==> config.mk <==
export PLATFORM = sky130hd
export DESIGN_NAME = cmd_interp_n_flat
export DESIGN_NICKNAME = d
export VERILOG_FILES = /design/src/rtl/cmd_interp_n_if.sv /design/src/rtl/cmd_interp_n.sv /design/src/flat_wrapper.sv
export SDC_FILE = /design/constraint.sdc
export NUM_CORES = 1
export LEC_CHECK = 0
export CORE_ASPECT_RATIO = 1.75
export CORE_MARGIN = 3
export CORE_UTILIZATION = 50
export CTS_BUF_LIST = sky130_fd_sc_hd__clkbuf_8
export DETAILED_ROUTE_END_ITERATION = 16
export PLACE_DENSITY_LB_ADDON = 0.1
export SLEW_MARGIN = 20
export SYNTH_ARGS = -nofsm -noshare
export SYNTH_HDL_FRONTEND = slang
export SYNTH_SLANG_ARGS = --single-unit
==> constraint.sdc <==
create_clock -name clk -period 1.8 [get_ports clk]
set_input_delay 0.18 -clock clk [delete_from_list [all_inputs] [get_ports clk]]
set_output_delay 0.18 -clock clk [all_outputs]
set_load 0.005 [all_outputs]
==> src/rtl/cmd_interp_n_if.sv <==
// ---------------------------------------------------------------------------
// cmd_interp_n_if
// Byte-in / operands-out bundle of the command interpreter.
//   start, data      : one ASCII byte per start strobe (driven by master)
//   op_A, op_B       : operands, one nibble per digit, OW = 4*DIGITS bits
//   cmd              : operator code (1..5, 0 = none)
//   rdy, err         : one-cycle pulses (result ready / byte rejected)
//   ovf              : sticky digit-overflow flag
// Modports: master (byte source, result sink), slave (interpreter).
// ---------------------------------------------------------------------------
interface cmd_interp_n_if #(
  parameter int DIGITS = 2
) ();
  localparam int OW = 4 * DIGITS;

  logic          start;
  logic [7:0]    data;
  logic [OW-1:0] op_A;
  logic [OW-1:0] op_B;
  logic [3:0]    cmd;
  logic          rdy;
  logic          err;
  logic          ovf;

  modport master (
    output start, data,
    input  op_A, op_B, cmd, rdy, err, ovf
  );

  modport slave (
    input  start, data,
    output op_A, op_B, cmd, rdy, err, ovf
  );
endinterface

==> src/rtl/cmd_interp_n.sv <==
// ---------------------------------------------------------------------------
// cmd_interp_n
// ASCII command interpreter: assembles "A <op> B =" from a byte stream and
// hands operands plus operator code to the arithmetic stage.
//
// Parameters:
//   DIGITS : max digits per operand (1..8), operand width OW = 4*DIGITS
//   HEX    : 1 = 'A'-'F' / 'a'-'f' are digit values 10..15
// Ports:
//   clk    : system clock, rising edge
//   rst    : synchronous active-low reset
//   bus    : cmd_interp_n_if.slave (start/data in; op_A/op_B/cmd/rdy/err/ovf out)
// Optional feature:
//   CMD_INTERP_BACKSPACE_EN : when defined, BS (0x08) edits the current
//   entry; otherwise BS is an unknown character and pulses err.
//
// Pipeline: the byte sampled at edge k is classified into in_* registers,
// acted on at edge k+1, and the result appears on the outputs after k+2.
// All outputs come from one output register stage so that op_A/op_B/cmd
// are a coherent snapshot in the cycle rdy is high, even when another byte
// follows the '=' back to back.
// ---------------------------------------------------------------------------
module cmd_interp_n #(
  parameter int DIGITS = 2,
  parameter int HEX    = 0
) (
  input  logic          clk,
  input  logic          rst,
  cmd_interp_n_if.slave bus
);
  localparam int         OW    = 4 * DIGITS;
  localparam logic [3:0] DIG_L = 4'(DIGITS);

  // Entry states
  localparam logic [2:0] S_A0   = 3'd0;  // no A digits yet
  localparam logic [2:0] S_A    = 3'd1;  // A has at least one digit
  localparam logic [2:0] S_B0   = 3'd2;  // operator held, no B digits
  localparam logic [2:0] S_B    = 3'd3;  // B has at least one digit
  localparam logic [2:0] S_DONE = 3'd4;  // expression complete, held

  // Character classes
  localparam logic [2:0] CL_DIGIT = 3'd0;
  localparam logic [2:0] CL_OP    = 3'd1;
  localparam logic [2:0] CL_EQ    = 3'd2;
  localparam logic [2:0] CL_ESC   = 3'd3;
  localparam logic [2:0] CL_UNK   = 3'd4;
`ifdef CMD_INTERP_BACKSPACE_EN
  localparam logic [2:0] CL_BS    = 3'd5;
`endif

  // Append one digit at the least-significant end of an operand.
  function automatic logic [OW-1:0] shift_in(input logic [OW-1:0] cur,
                                             input logic [3:0]    v);
    shift_in = (cur << 4'd4) | OW'(v);
  endfunction

  // Decode outputs
  logic [2:0]    dec_cls_s;
  logic [3:0]    dec_val_s;

  // Stage 1: classified input byte
  logic          in_vld_r;
  logic [2:0]    in_cls_r;
  logic [3:0]    in_val_r;

  // Stage 2: architectural state
  logic [2:0]    state_r,  state_s;
  logic [OW-1:0] a_r,      a_s;
  logic [OW-1:0] b_r,      b_s;
  logic [3:0]    cmd_r,    cmd_s;
  logic [3:0]    cnt_a_r,  cnt_a_s;
  logic [3:0]    cnt_b_r,  cnt_b_s;
  logic          ovf_r,    ovf_s;
  logic          act_rdy_r, rdy_s;
  logic          act_err_r, err_s;

  // Stage 3: output snapshot
  logic [OW-1:0] out_a_r;
  logic [OW-1:0] out_b_r;
  logic [3:0]    out_cmd_r;
  logic          out_rdy_r;
  logic          out_err_r;
  logic          out_ovf_r;

  // Classify the incoming byte and extract its digit value / operator code.
  always_comb begin
    dec_cls_s = CL_UNK;
    dec_val_s = 4'h0;
    if ((bus.data >= 8'h30) && (bus.data <= 8'h39)) begin
      dec_cls_s = CL_DIGIT;
      dec_val_s = bus.data[3:0];
    end else if ((HEX != 0) &&
                 (((bus.data >= 8'h41) && (bus.data <= 8'h46)) ||
                  ((bus.data >= 8'h61) && (bus.data <= 8'h66)))) begin
      // 'A'/'a' have low nibble 1, so +9 maps A..F onto 10..15
      dec_cls_s = CL_DIGIT;
      dec_val_s = bus.data[3:0] + 4'd9;
    end else begin
      case (bus.data)
        8'h2B: begin dec_cls_s = CL_OP; dec_val_s = 4'd1; end
        8'h2D: begin dec_cls_s = CL_OP; dec_val_s = 4'd2; end
        8'h2A: begin dec_cls_s = CL_OP; dec_val_s = 4'd3; end
        8'h2F: begin dec_cls_s = CL_OP; dec_val_s = 4'd4; end
        8'h25: begin dec_cls_s = CL_OP; dec_val_s = 4'd5; end
        8'h3D, 8'h0D: dec_cls_s = CL_EQ;
        8'h1B: dec_cls_s = CL_ESC;
`ifdef CMD_INTERP_BACKSPACE_EN
        8'h08: dec_cls_s = CL_BS;
`endif
        default: dec_cls_s = CL_UNK;
      endcase
    end
  end

  // Stage 1: register the classified byte and its valid flag.
  always_ff @(posedge clk) begin
    if (!rst) begin
      in_vld_r <= 1'b0;
      in_cls_r <= CL_UNK;
      in_val_r <= 4'h0;
    end else begin
      in_vld_r <= bus.start;
      in_cls_r <= dec_cls_s;
      in_val_r <= dec_val_s;
    end
  end

  // Stage 2 next-state: act on the classified byte according to the state.
  always_comb begin
    state_s = state_r;
    a_s     = a_r;
    b_s     = b_r;
    cmd_s   = cmd_r;
    cnt_a_s = cnt_a_r;
    cnt_b_s = cnt_b_r;
    ovf_s   = ovf_r;
    rdy_s   = 1'b0;
    err_s   = 1'b0;
    if (in_vld_r) begin
      case (in_cls_r)
        CL_DIGIT: begin
          case (state_r)
            S_A0: begin
              a_s     = OW'(in_val_r);
              cnt_a_s = 4'd1;
              state_s = S_A;
            end
            S_A: begin
              if (cnt_a_r == DIG_L) begin
                ovf_s = 1'b1;
                err_s = 1'b1;
              end else begin
                a_s     = shift_in(a_r, in_val_r);
                cnt_a_s = cnt_a_r + 4'd1;
              end
            end
            S_B0: begin
              b_s     = OW'(in_val_r);
              cnt_b_s = 4'd1;
              state_s = S_B;
            end
            S_B: begin
              if (cnt_b_r == DIG_L) begin
                ovf_s = 1'b1;
                err_s = 1'b1;
              end else begin
                b_s     = shift_in(b_r, in_val_r);
                cnt_b_s = cnt_b_r + 4'd1;
              end
            end
            S_DONE: begin
              // first digit of a new expression
              a_s     = OW'(in_val_r);
              b_s     = '0;
              cmd_s   = 4'd0;
              ovf_s   = 1'b0;
              cnt_a_s = 4'd1;
              cnt_b_s = 4'd0;
              state_s = S_A;
            end
            default: state_s = S_A0;
          endcase
        end
        CL_OP: begin
          case (state_r)
            S_A: begin
              cmd_s   = in_val_r;
              state_s = S_B0;
            end
            S_B0:    cmd_s = in_val_r;  // operator replacement
            default: err_s = 1'b1;
          endcase
        end
        CL_EQ: begin
          if (state_r == S_B) begin
            state_s = S_DONE;
            rdy_s   = 1'b1;
          end else begin
            err_s = 1'b1;
          end
        end
        CL_ESC: begin
          a_s     = '0;
          b_s     = '0;
          cmd_s   = 4'd0;
          ovf_s   = 1'b0;
          cnt_a_s = 4'd0;
          cnt_b_s = 4'd0;
          state_s = S_A0;
        end
`ifdef CMD_INTERP_BACKSPACE_EN
        CL_BS: begin
          case (state_r)
            S_A: begin
              a_s     = a_r >> 4'd4;
              cnt_a_s = cnt_a_r - 4'd1;
              state_s = (cnt_a_r == 4'd1) ? S_A0 : S_A;
            end
            S_B: begin
              b_s     = b_r >> 4'd4;
              cnt_b_s = cnt_b_r - 4'd1;
              state_s = (cnt_b_r == 4'd1) ? S_B0 : S_B;
            end
            S_B0: begin
              // withdraw the operator, back to editing A
              cmd_s   = 4'd0;
              state_s = S_A;
            end
            default: state_s = state_r;  // S_A0 / S_DONE: ignored
          endcase
        end
`endif
        default: err_s = 1'b1;
      endcase
    end else begin
      err_s = 1'b0;
    end
  end

  // Stage 2: commit the architectural state and the pulse requests.
  always_ff @(posedge clk) begin
    if (!rst) begin
      state_r   <= S_A0;
      a_r       <= '0;
      b_r       <= '0;
      cmd_r     <= 4'd0;
      cnt_a_r   <= 4'd0;
      cnt_b_r   <= 4'd0;
      ovf_r     <= 1'b0;
      act_rdy_r <= 1'b0;
      act_err_r <= 1'b0;
    end else begin
      state_r   <= state_s;
      a_r       <= a_s;
      b_r       <= b_s;
      cmd_r     <= cmd_s;
      cnt_a_r   <= cnt_a_s;
      cnt_b_r   <= cnt_b_s;
      ovf_r     <= ovf_s;
      act_rdy_r <= rdy_s;
      act_err_r <= err_s;
    end
  end

  // Stage 3: output snapshot register, aligned with the rdy/err pulses.
  always_ff @(posedge clk) begin
    if (!rst) begin
      out_a_r   <= '0;
      out_b_r   <= '0;
      out_cmd_r <= 4'd0;
      out_rdy_r <= 1'b0;
      out_err_r <= 1'b0;
      out_ovf_r <= 1'b0;
    end else begin
      out_a_r   <= a_r;
      out_b_r   <= b_r;
      out_cmd_r <= cmd_r;
      out_rdy_r <= act_rdy_r;
      out_err_r <= act_err_r;
      out_ovf_r <= ovf_r;
    end
  end

  assign bus.op_A = out_a_r;
  assign bus.op_B = out_b_r;
  assign bus.cmd  = out_cmd_r;
  assign bus.rdy  = out_rdy_r;
  assign bus.err  = out_err_r;
  assign bus.ovf  = out_ovf_r;
endmodule

==> src/flat_wrapper.sv <==
// flat-port wrapper written by rule: the top's interface ports become plain ports
module cmd_interp_n_flat 
#(
  parameter int DIGITS = 2,
  parameter int HEX    = 0
)
  (clk, rst, bus_start, bus_data, bus_op_A, bus_op_B, bus_cmd, bus_rdy, bus_err, bus_ovf);
  cmd_interp_n_if #(.DIGITS(DIGITS)) bus_i ();
  input  logic clk;
  input  logic rst;
  input wire logic [$bits(bus_i.start)-1:0] bus_start;
  input wire logic [$bits(bus_i.data)-1:0] bus_data;
  output wire logic [$bits(bus_i.op_A)-1:0] bus_op_A;
  output wire logic [$bits(bus_i.op_B)-1:0] bus_op_B;
  output wire logic [$bits(bus_i.cmd)-1:0] bus_cmd;
  output wire logic [$bits(bus_i.rdy)-1:0] bus_rdy;
  output wire logic [$bits(bus_i.err)-1:0] bus_err;
  output wire logic [$bits(bus_i.ovf)-1:0] bus_ovf;
  assign bus_i.start = bus_start;
  assign bus_i.data = bus_data;
  assign bus_op_A = bus_i.op_A;
  assign bus_op_B = bus_i.op_B;
  assign bus_cmd = bus_i.cmd;
  assign bus_rdy = bus_i.rdy;
  assign bus_err = bus_i.err;
  assign bus_ovf = bus_i.ovf;
  cmd_interp_n #(.DIGITS(DIGITS), .HEX(HEX)) u_core (.clk(clk), .rst(rst), .bus(bus_i));
endmodule
==> metrics.yaml, run 1 <==
rsz0062_at_grt: "yes"
die_height_um: 105
fin_skew_ns: 0.00472
cts_tree: "built"
cap_violations: 0
layout-drive-gt1-share_pct: 17.7
n_antenna_cell: 0
synth.distinct_cells: 67
row_count: 35
whs_ns: 0.426
synth_edf_count: 0
die_area_um2: 6620
grt_pass1_vias: 2246
num_vias: 2258
ff_latch_area_um2: 1300
crit_fanout: 11
start_util_pct: 52.8
hold_violations: 0
layout_common_cells: "dfxtp_1 (64), nand2_1 (39), clkdlybuf4s50_1 (33)"
grt_pass1_wl_mm: 10.3
final_max_slew_viol_count: 0
gp_congestion: 0.824
crit_type: "flop to flop"
seq_area_frac_synth_pct: 46.1
multi_input_area_um2: 1360
overflow: 0
clk_pin_slew_ns: 0.07
syn_nets: 307
finalSetupViolCount: 0
fillers: 466
via_per_inst: 5.39
finalCriticalPeriod_ns: 1.72
fmax_ghz: 0.581
vdd_drop_max_uv: 1090
clock_latency_ns: 0.34
cts_root_buf: "clkbuf_8"
slew_headroom_pct: 71.9
cts.sinks: 65
postCtsHoldBufs: 0
worstPathArrival_ns: 1.99
numPortBuffers: 33
crit_path_start_kind: "flop"
syn_inst: 292
drt_iter0_drc: 126
core-area_um2: 5340
grt_max_degree: 29
wl_per_cell_um: 13.8
critPathRequiredTime_ns: 2.07
numCtsBuffers: 9
htreeDepth: 3
areaGrowthSynthToFinish_pct: 25.0
min_period_over_period_pct: 95.6
ant_nets: 0
tns_ns: 0
dr.pass1.iters: 4
syn_area_um2: 2820
yosys_most_used_dff: "dfxtp_1"
route.detailed.drc: 0
die_w_um: 62.8
tightest_slew_ns: 0.421
dp_slack_ns: 0.133
dp.cells: 403
async_flop_share_pct: 0
p_leak_nw: 1.38
ys_seq_elements: 65
syn_area_per_cell_um2: 9.67
layout_commonest_cell: "dfxtp_1"
nets: 355
powerDensity_nw_per_um2: 832
hold_path.class: "input port to flop"
end_kind: "flop"
synth_warnings: 0
grt_antenna_before_repair: 0
fin_ws_ns: 0.0789
ios: 34
dp_hpwl_mm: 4.29
drt_wl_total_mm: 5.79
outcome: "finished clean"
fin_cells: 419
clk_path_buf_depth: 2
grt_usage_pct: 19.5
## area by class of cell
type / count / share of cell area [%]
clock buffer: 10 / 3.90
clock inverter: 6 / 2.55
inverter: 21 / 2.23
multi-input combinational: 192 / 38.6
sequential: 65 / 36.9
tap: 74 / 2.63
timing repair buffer: 51 / 13.2
## per-stage QoR
stage	power, W	instance area (um2)	util (%)
finish	0.00294	3530	66.0
global route	0.00304	3530	66.0
CTS	0.00297	3510	65.7
detailed placement	0.00159	3280	61.5
global placement	0.00159	3280	61.5
floorplan	0.00154	2820	-
## power by group
group / total (W) / switching [W] / internal [W]
clock network: 0.00138 / 0.000554 / 0.000821
registers: 0.00145 / 0.00000530 / 0.00144
logic: 0.000112 / 0.0000603 / 0.0000515
## logic make-up after synthesis
kind of cell | share of synthesized area [%]
AO/OA/AOI/OAI | 15.7
XOR/XNOR | 0.931
adder cells (fa/ha/maj) | 1.77
buffers and inverters | 6.21
flip-flops | 46.1
multiplexers | 5.45
AND/OR/NAND/NOR | 23.8
## path summary, 6_finish.rpt
check | endpoint | from | cells after the start | slack, ns
worst max-delay path | u_core.cnt_b_r[0] | u_core.cnt_b_r[0] | 6 | 0.08
worst min-delay path | u_core.in_vld_r | bus_start | 2 | 0.43
worst max register to register | u_core.cnt_b_r[0] | u_core.cnt_b_r[0] | 6 | 0.08
worst min register to register | u_core.bus.rdy | u_core.act_rdy_r | 1 | 0.43
## cells in the mapped netlist (3+ instances only)
cell type	instances	share of area, %
o21ai_0	10	1.8
dfxtp_1	65	46
and2_1	13	2.9
mux2_2	3	1.2
buf_6	4	1.6
o31ai_1	9	2.4
nor2_1	6	0.80
nand2b_1	3	0.66
o22ai_1	4	0.89
a21oi_1	4	0.71
nand4_1	9	2.0
buf_4	3	0.80
mux2i_1	12	4.3
nor3_1	6	1.1
inv_1	20	2.7
nand2_1	39	5.2
ha_1	4	1.8
clkbuf_1	5	0.66
o21ai_1	4	0.71
nand3_1	8	1.4
## metal layers
metal	routed length (um)	track usage [%]
met1	2320	21.4
met2	3160	35.0
met3	207	4.90
met4	112	8.69
met5	0	0
## state kept, by name, summed over array words and instances, names as in the netlist, 3 cells and up
register         count
u_core.state_r       3
u_core.bus.op_B      8
u_core.a_r           8
u_core.bus.op_A      8
u_core.cnt_a_r       4
u_core.bus.cmd       4
u_core.in_val_r      4
u_core.cnt_b_r       4
u_core.b_r           8
u_core.in_cls_r      3
u_core.cmd_r         4
## worst max-delay path: stages, from the launching register on
cell and delay, ns:
dfxtp_1 0.33, inv_1 0.06, ha_1 0.21, and4bb_4 0.21, o311ai_4 0.34, and2_4 0.30, mux2i_1 0.19
## timing repair
| action | 4_1_cts | 5_1_grt |
|---|---|---|
| setup buffers | 0 | 0 |
| resized for setup | 0 | 3 |
| setup endpoints to repair | 0 | 6 |
Power figures use the tool's default switching activity.
==> run 2, diff against run 1 <==
PLACE_DENSITY = 0.76   (was unset)
PLACE_DENSITY_LB_ADDON = unset   (was 0.1)
==> metrics.yaml, run 2 (same netlist as run 1, synthesis figures left out) <==
numCtsBuffers: 9
cts_tree: "built"
fmax_ghz: 0.586
hold_start: "bus_start"
r2r-end: "u_core.cnt_b_r[1]"
layout-drive-gt1-share_pct: 17.8
route.detailed.drc: 0
hold_violations: 0
report.power.total_w: 0.00290
row_count: 35
min_period_over_period_pct: 94.7
reg2reg_from: "u_core.cnt_b_r[0]"
crit_type: "flop to flop"
grt_pass1_wl_mm: 10.2
ant_nets: 0
die_area_um2: 6620
nets: 353
grt_max_degree: 25
slew_headroom_pct: 70.3
vdd_drop_max_uv: 1010
hold_path.class: "input port to flop"
layout_common_cells: "dfxtp_1 (63), nand2_1 (39), clkdlybuf4s50_1 (33)"
die_height_um: 105
ios: 34
n_antenna_cell: 0
whs_ns: 0.424
via_per_inst: 5.50
outcome: "finished clean"
end_kind: "flop"
fin_skew_ns: 0.00844
p_leak_nw: 1.36
final_max_slew_viol_count: 0
finalCriticalPeriod_ns: 1.71
crit_fanout: 6
areaGrowthSynthToFinish_pct: 24.2
finalSetupViolCount: 0
core-area_um2: 5340
postCtsHoldBufs: 0
clk_pin_slew_ns: 0.07
cts.sinks: 65
tightest_slew_ns: 0.442
wl_per_cell_um: 14.6
critPathRequiredTime_ns: 2.06
numPortBuffers: 33
num_vias: 2293
grt_usage_pct: 19.9
cts_setup_buffers: 0
drt_wl_total_mm: 6.10
die_w_um: 62.8
holdPathStages: 2
clk_path_buf_depth: 2
powerDensity_nw_per_um2: 826
layout_commonest_cell: "dfxtp_1"
cts_root_buf: "clkbuf_8"
hold_end: "u_core.in_vld_r"
clock_latency_ns: 0.35
dp_hpwl_mm: 4.40
overflow: 0
regToRegSetupSlack_ns: 0.09
dr.pass1.iters: 4
grt_antenna_before_repair: 0
gp_congestion: 0.915
htreeDepth: 3
drt_iter0_drc: 83
cap_violations: 0
fillers: 459
start_util_pct: 52.8
r2r_cells: 6
worstPathArrival_ns: 1.97
crit_path_start_kind: "flop"
grt_pass1_vias: 2255
-- run 2: worst max-delay path by stage --
stage,startpoint,end,slack (ns)
6_report,u_core.cnt_b_r[0],u_core.cnt_b_r[1],0.09
5_1_grt,u_core.cnt_b_r[0],u_core.cnt_b_r[3],-0.004
4_1_cts,u_core.state_r[1],u_core.act_err_r,0.06
3_5_place_dp,u_core.cnt_a_r[0],u_core.cnt_a_r[2],0.08
3_3_place_gp,u_core.cnt_a_r[0],u_core.a_r[7],0.14
2_1_floorplan,u_core.cnt_b_r[0],u_core.b_r[5],0.12
-- run 2: worst max-delay path: stages, from the launching register on --
cell      delay, ns
dfxtp_1        0.35
inv_1          0.06
ha_1           0.21
and4bb_4       0.22
o311ai_4       0.32
nand3_2        0.23
o32ai_2        0.23
-- run 2: report_power, final --
part,switching (W),internal [W],leakage (nW)
clock,0.000558,0.000778,0.103
sequential,0.00000534,0.00144,0.525
combinational,0.0000618,0.0000504,0.735
-- run 2: repair_timing --
item / CTS / global route
resized for setup: 0 / 6
setup endpoints to repair: 0 / 9
hold endpoints to repair: 0 / 0
-- run 2: through the flow --
step | worst slack [ns] | setup TNS (ns) | utilization [%] | std cells | area [um2]
finish | 0.0949 | 0 | 65.6 | 417 | 3510
global route | -0.00384 | -0.00384 | 65.6 | 417 | 3510
CTS | 0.0616 | 0 | 65.2 | 416 | 3480
detailed placement | 0.0836 | 0 | 61.1 | 400 | 3260
global placement | 0.140 | 0 | 61.1 | 400 | 3260
floorplan | 0.121 | 0 | - | 292 | 2820
-- run 2: layout make-up --
cell class                      instances  area [um2]  share of cell area (%)
Multi-Input combinational cell        193        1370                    39.0
Sequential cell                        65        1300                    37.2
Timing Repair Buffer                   48         443                    12.6
Clock buffer                            9         124                    3.53
Clock inverter                          7        95.1                    2.71
Tap cell                               74        92.6                    2.64
Inverter                               21        78.8                    2.25
-- run 2: per-layer routing --
metal | up-vias | GRT usage (%) | part of all wire, % | routed length, um
li1 | 1124 | - | - | -
met1 | 1079 | 18.2 | 36 | 2190
met3 | 23 | 5.65 | 3.9 | 236
met4 | 0 | 13.6 | 4.6 | 279
met5 | - | 0 | 0 | 0
met2 | 67 | 37.1 | 56 | 3390
==> run 3, diff against run 2 <==
CORE_UTILIZATION = 52   (was 50)
PLACE_DENSITY = 0.78   (was 0.76)
==> metrics.yaml, run 3 (same netlist as run 1, synthesis figures left out) <==
fin_skew_ns: 0.00710
r2r-end: "u_core.a_r[7]"
ant_nets: 0
critPathRequiredTime_ns: 2.03
end_kind: "flop"
grt_pass1_wl_mm: 9.74
min_period_over_period_pct: 96.7
cts.sinks: 65
via_per_inst: 5.82
combPwrFrac_pct: 4.0
p_int_w: 0.00217
fillers: 407
finalCriticalPeriod_ns: 1.74
r2r_cells: 6
hold_violations: 0
drt_iter0_drc: 100
layout-drive-gt1-share_pct: 18.3
layout_common_cells: "dfxtp_1 (64), nand2_1 (39), clkdlybuf4s50_1 (33)"
layout_commonest_cell: "dfxtp_1"
die_area_um2: 6380
fmax_ghz: 0.574
grt_usage_pct: 20.6
vdd_drop_max_uv: 904
power_frac_seq_pct: 51.6
multi_input_area_um2: 1380
ff_latch_area_um2: 1300
utilization_pct: 68.7
report.power.total_w: 0.00281
crit_fanout: 6
postCtsHoldBufs: 0
tightest_slew_ns: 0.463
route.detailed.drc: 0
powerDensity_nw_per_um2: 800
row_count: 34
p_clk_share_pct: 44.4
htreeDepth: 3
start_util_pct: 55.3
die_height_um: 103
nets: 355
numPortBuffers: 33
cts_tree: "built"
crit_type: "flop to flop"
clk_path_buf_depth: 2
num_vias: 2322
fin_ws_ns: 0.0592
wl_per_cell_um: 15.4
n_antenna_cell: 0
outcome: "finished clean"
gp_congestion: 0.901
clock_latency_ns: 0.34
routed.top_layer: "met4"
switchingPower_w: 0.000633
drt_wl_total_mm: 6.15
dp_hpwl_mm: 4.20
hold_start: "bus_start"
ios: 34
numCtsBuffers: 9
dr_wl_met2_mm: 3.34
cap_violations: 0
dr.pass1.iters: 4
wl_met1_mm: 2.32
sw_frac_of_total_pct: 22.6
crit_path_start_kind: "flop"
regToRegSetupSlack_ns: 0.06
areaGrowthSynthToFinish_pct: 24.2
final_max_slew_viol_count: 0
cts_root_buf: "clkbuf_8"
finalSetupViolCount: 0
overflow: 0
holdPathStages: 2
clk_pin_slew_ns: 0.07
grt_max_degree: 48
worstPathArrival_ns: 1.97
slew_headroom_pct: 69.1
hold_path.class: "input port to flop"
die_w_um: 61.7
p_leak_nw: 1.39
grt_antenna_before_repair: 0
reg2reg_from: "u_core.cnt_a_r[0]"
wl_met3_um: 264
dp_slack_ns: 0.0629
grt_pass1_vias: 2226
core-area_um2: 5100
hold_end: "u_core.in_vld_r"
==> run 3: cell type report <==
class                      instances  share of cell area, %
inverter                          21                   2.25
multi-input combinational        193                   39.5
clock inverter                     6                   1.86
clock buffer                      10                   3.93
timing repair buffer              50                   13.4
sequential                        65                   37.2
tap                               54                   1.93
==> run 3: worst max path at each step <==
stage / from / endpoint / slack [ns] / cells after the start
6_report: u_core.cnt_a_r[0] / u_core.a_r[7] / 0.06 / 6
5_1_grt: u_core.cnt_a_r[0] / u_core.a_r[7] / -0.005 / 6
4_1_cts: u_core.cnt_a_r[0] / u_core.a_r[7] / 0.05 / 6
3_5_place_dp: u_core.cnt_a_r[0] / u_core.a_r[7] / 0.06 / 6
3_3_place_gp: u_core.cnt_a_r[0] / u_core.a_r[7] / 0.11 / 6
2_1_floorplan: u_core.cnt_b_r[0] / u_core.b_r[5] / 0.12 / 7
==> run 3: timing repair <==
action,4_1_cts,5_1_grt
endpoints found under the setup margin,0,6
gates resized for setup,0,5
setup buffers,0,3
==> run 3: power by group through the flow <==
stage               Clock (W)  Sequential, W  Combinational [W]
floorplan                   0        0.00148          0.0000585
global placement            0        0.00148           0.000108
detailed placement          0        0.00148           0.000110
CTS                   0.00126        0.00145           0.000111
global route          0.00133        0.00145           0.000122
finish                0.00125        0.00145           0.000112
==> run 3: critical path, cell delays in order, from the launching register on <==
cell and delay (ns):
dfxtp_2 0.34, inv_1 0.06, ha_1 0.21, nor3b_4 0.17, o311a_4 0.43, nor2_4 0.10
mux2_2 0.33
==> run 3: through the flow <==
step	cells	hold WS (ns)	cell area [um2]	setup TNS, ns
after floorplan	292	0.297	2820	0
after global placement	379	0.413	3240	0
after detailed placement	379	0.420	3240	0
after CTS	395	0.411	3440	0
after global routing	399	0.442	3510	-0.00494
final	399	0.421	3510	0
==> run 3: per-layer routing <==
layer	vias to the layer above	GRT usage, %
met2	73	36.7
met4	0	10.8
li1	1139	-
met5	-	0
met1	1087	21.4
met3	23	4.97
==> RTL edit, RTL diff (flow settings as in run 3) <==
The option `CMD_INTERP_BACKSPACE_EN` is turned on by a define.
--- a/src/rtl/cmd_interp_n.sv
+++ b/src/rtl/cmd_interp_n.sv
@@ -20,6 +20,8 @@
 // are a coherent snapshot in the cycle rdy is high, even when another byte
 // follows the '=' back to back.
 // ---------------------------------------------------------------------------
+`define CMD_INTERP_BACKSPACE_EN
+
 module cmd_interp_n #(
   parameter int DIGITS = 2,
   parameter int HEX    = 0
Check against the original RTL: not equivalent (a bounded check fails within 4 cycles, from zero or initial values and one cycle with rst low).
==> RTL edit against run 3 <==
The flow now finishes with violations (negative setup slack); worst setup slack got worse by 0.078 ns; wire length rose by 40%; maximum frequency fell by 4.3%; total power fell by 0.21%; non-clock buffer count rose by 44; sequential share of layout area fell by 6.0 points; sequential power barely moved; area after synthesis rose by 13%; largest cell class unchanged; critical endpoint is now u_core.b_r[1]; first-iteration DRC count rose by 140%; cell area rose by 21%; sequential cell count did not move.
==> RTL edit: results (changes against run 3) <==
| Metric | Value |
|---|---|
| Status | finished with violations |
| Violated checks | negative setup slack |
| Adder-cell share of the synthesized area | 3.15% (+1.4 points) |
| Main flop type after synthesis | dfxtp_1 |
| Final worst setup slack | -0.0190 ns (-0.0782 ns) |
| DP Wirelength | 5970 µm (+42%) |
| Final-report setup violation count | 2 (+2) |
| Root Driver | clkbuf_8 |
| Routability Congestion | 0.929 (+3.0%) |
| Share of cells above drive strength 1 | 25.3% (+7.1 points) |
| Clk buf depth | 2 (unchanged) |
| Yosys cell types | 61 (-9.0%) |
| Largest net degree at the start of global routing | 29 (-40%) |
| Cells after synthesis | 367 (+26%) |
| GRT Total Usage | 24.4% (+3.8 points) |
| Peak VDD IR | 0.000572 V (-37%) |
| Synth top cells by count | dfxtp_1 (65), nand2_1 (39), nor2_1 (23) |
| Starting DRT DRC Count | 241 (+140%) |
| Initial antenna violation count | 0 (unchanged) |
| IO buf count | 33 (unchanged) |
| CP max FO | 6 (unchanged) |
| CTS Buf Count | 9 (unchanged) |
| Fraction of synthesized area in multiplexers | 2.52% (-2.9 points) |
| WL/cell | 16.3 µm (+5.9%) |
| Seq/Total Area, Yosys | 40.9% (-5.2 points) |
| CTS clock-pin slew for the worst setup and hold paths | 0.07 ns (about the same) |
| Reported net switching power | 0.693 mW (+9.5%) |
| Fin Setup TNS | -0.0197 ns (-0.0197 ns) |
| Yosys warns | 0 (unchanged) |
| Power share of the clock group | 41.8% (-2.6 points) |
| Mapped Nets | 386 (+26%) |
| Worst EP arrival | 2.07 ns (+0.10 ns) |
| Post-synthesis compound-gate area fraction | 20.4% (+4.7 points) |
| Asr flop ratio synth | 0% (unchanged) |
| Pleak | 1.81 nW (+30%) |
| Placed Area | 0.00386 mm² (+19%) |
| Final setup skew | 0.00819 ns (+0.00109 ns) |
| FILL cells | 485 (+19%) |
| Worst-Skew Late Latency | 0.35 ns |
| Synth area leaders | dfxtp_1 (41%), nand2_1 (4.6%), and2_1 (3.5%) |
| Diode count | 0 (unchanged) |
| Via count | 3020 (+30%) |
| Drt first pass iters | 4 (unchanged) |
| Layout Nets | 464 (+31%) |
| H-tree depth | 3 (unchanged) |
| Measured slew at the worst slew-check pin | 0.412 ns (-0.0513 ns) |
| Xor and xnor fraction of the mapped netlist area | 1.06% (+0.13 points) |
| Cell count after placement | 505 (+33%) |
| Routed WL | 8630 µm (+40%) |
| HP Class | input pin to register |
| First-pass GRT wire length | 13300 µm (+36%) |
-- RTL edit: stage by stage --
step           total power [mW]  utilization [%]  setup slack (ns)
2_1_floorplan              1.58                -            0.0856
3_3_place_gp               1.65             65.1            -0.120
3_5_place_dp               1.65             65.1            -0.148
4_1_cts                    2.81             68.8           0.00187
5_1_grt                    2.90             71.4            -0.100
6_report                   2.80             71.4           -0.0190
-- RTL edit: path summary, 6_finish.rpt --
| kind | depth (start not counted) | slack (ns) | start | end |
|---|---|---|---|---|
| hold / removal | 3 | 0.16 | rst | u_core.in_cls_r[1] |
| setup / recovery | 5 | -0.02 | u_core.in_cls_r[1] | u_core.b_r[1] |
| hold reg to reg | 1 | 0.43 | u_core.act_rdy_r | u_core.bus.rdy |
| setup reg to reg | 5 | -0.02 | u_core.in_cls_r[1] | u_core.b_r[1] |
-- RTL edit: final cells by class --
class                      instances  area share, %
tap                               78           2.31
sequential                        65           31.2
clock buffer                      11           3.58
clock inverter                     5          0.917
inverter                          19           1.69
multi-input combinational        256           41.4
timing repair buffer              94           18.9
-- RTL edit: critical path: stages (launching register included) --
cell,delay (ns)
dfxtp_4,0.37
or3_4,0.41
o32ai_4,0.37
buf_6,0.17
or2b_1,0.24
and3_1,0.17
-- RTL edit: routing by layer --
metal | share of wire [%] | GRT usage, % | up-vias
li1 | - | - | 1447
met1 | 34 | 22.3 | 1445
met2 | 55 | 45.3 | 88
met3 | 4.5 | 6.13 | 40
met4 | 5.7 | 18.4 | 0
met5 | 0 | 0 | -
-- RTL edit: repair_timing --
item	4_1_cts	5_1_grt
pin swaps	0	7
resized for setup	9	36
endpoints found under the setup margin	23	26
cloned	0	3
buffers inserted	0	5
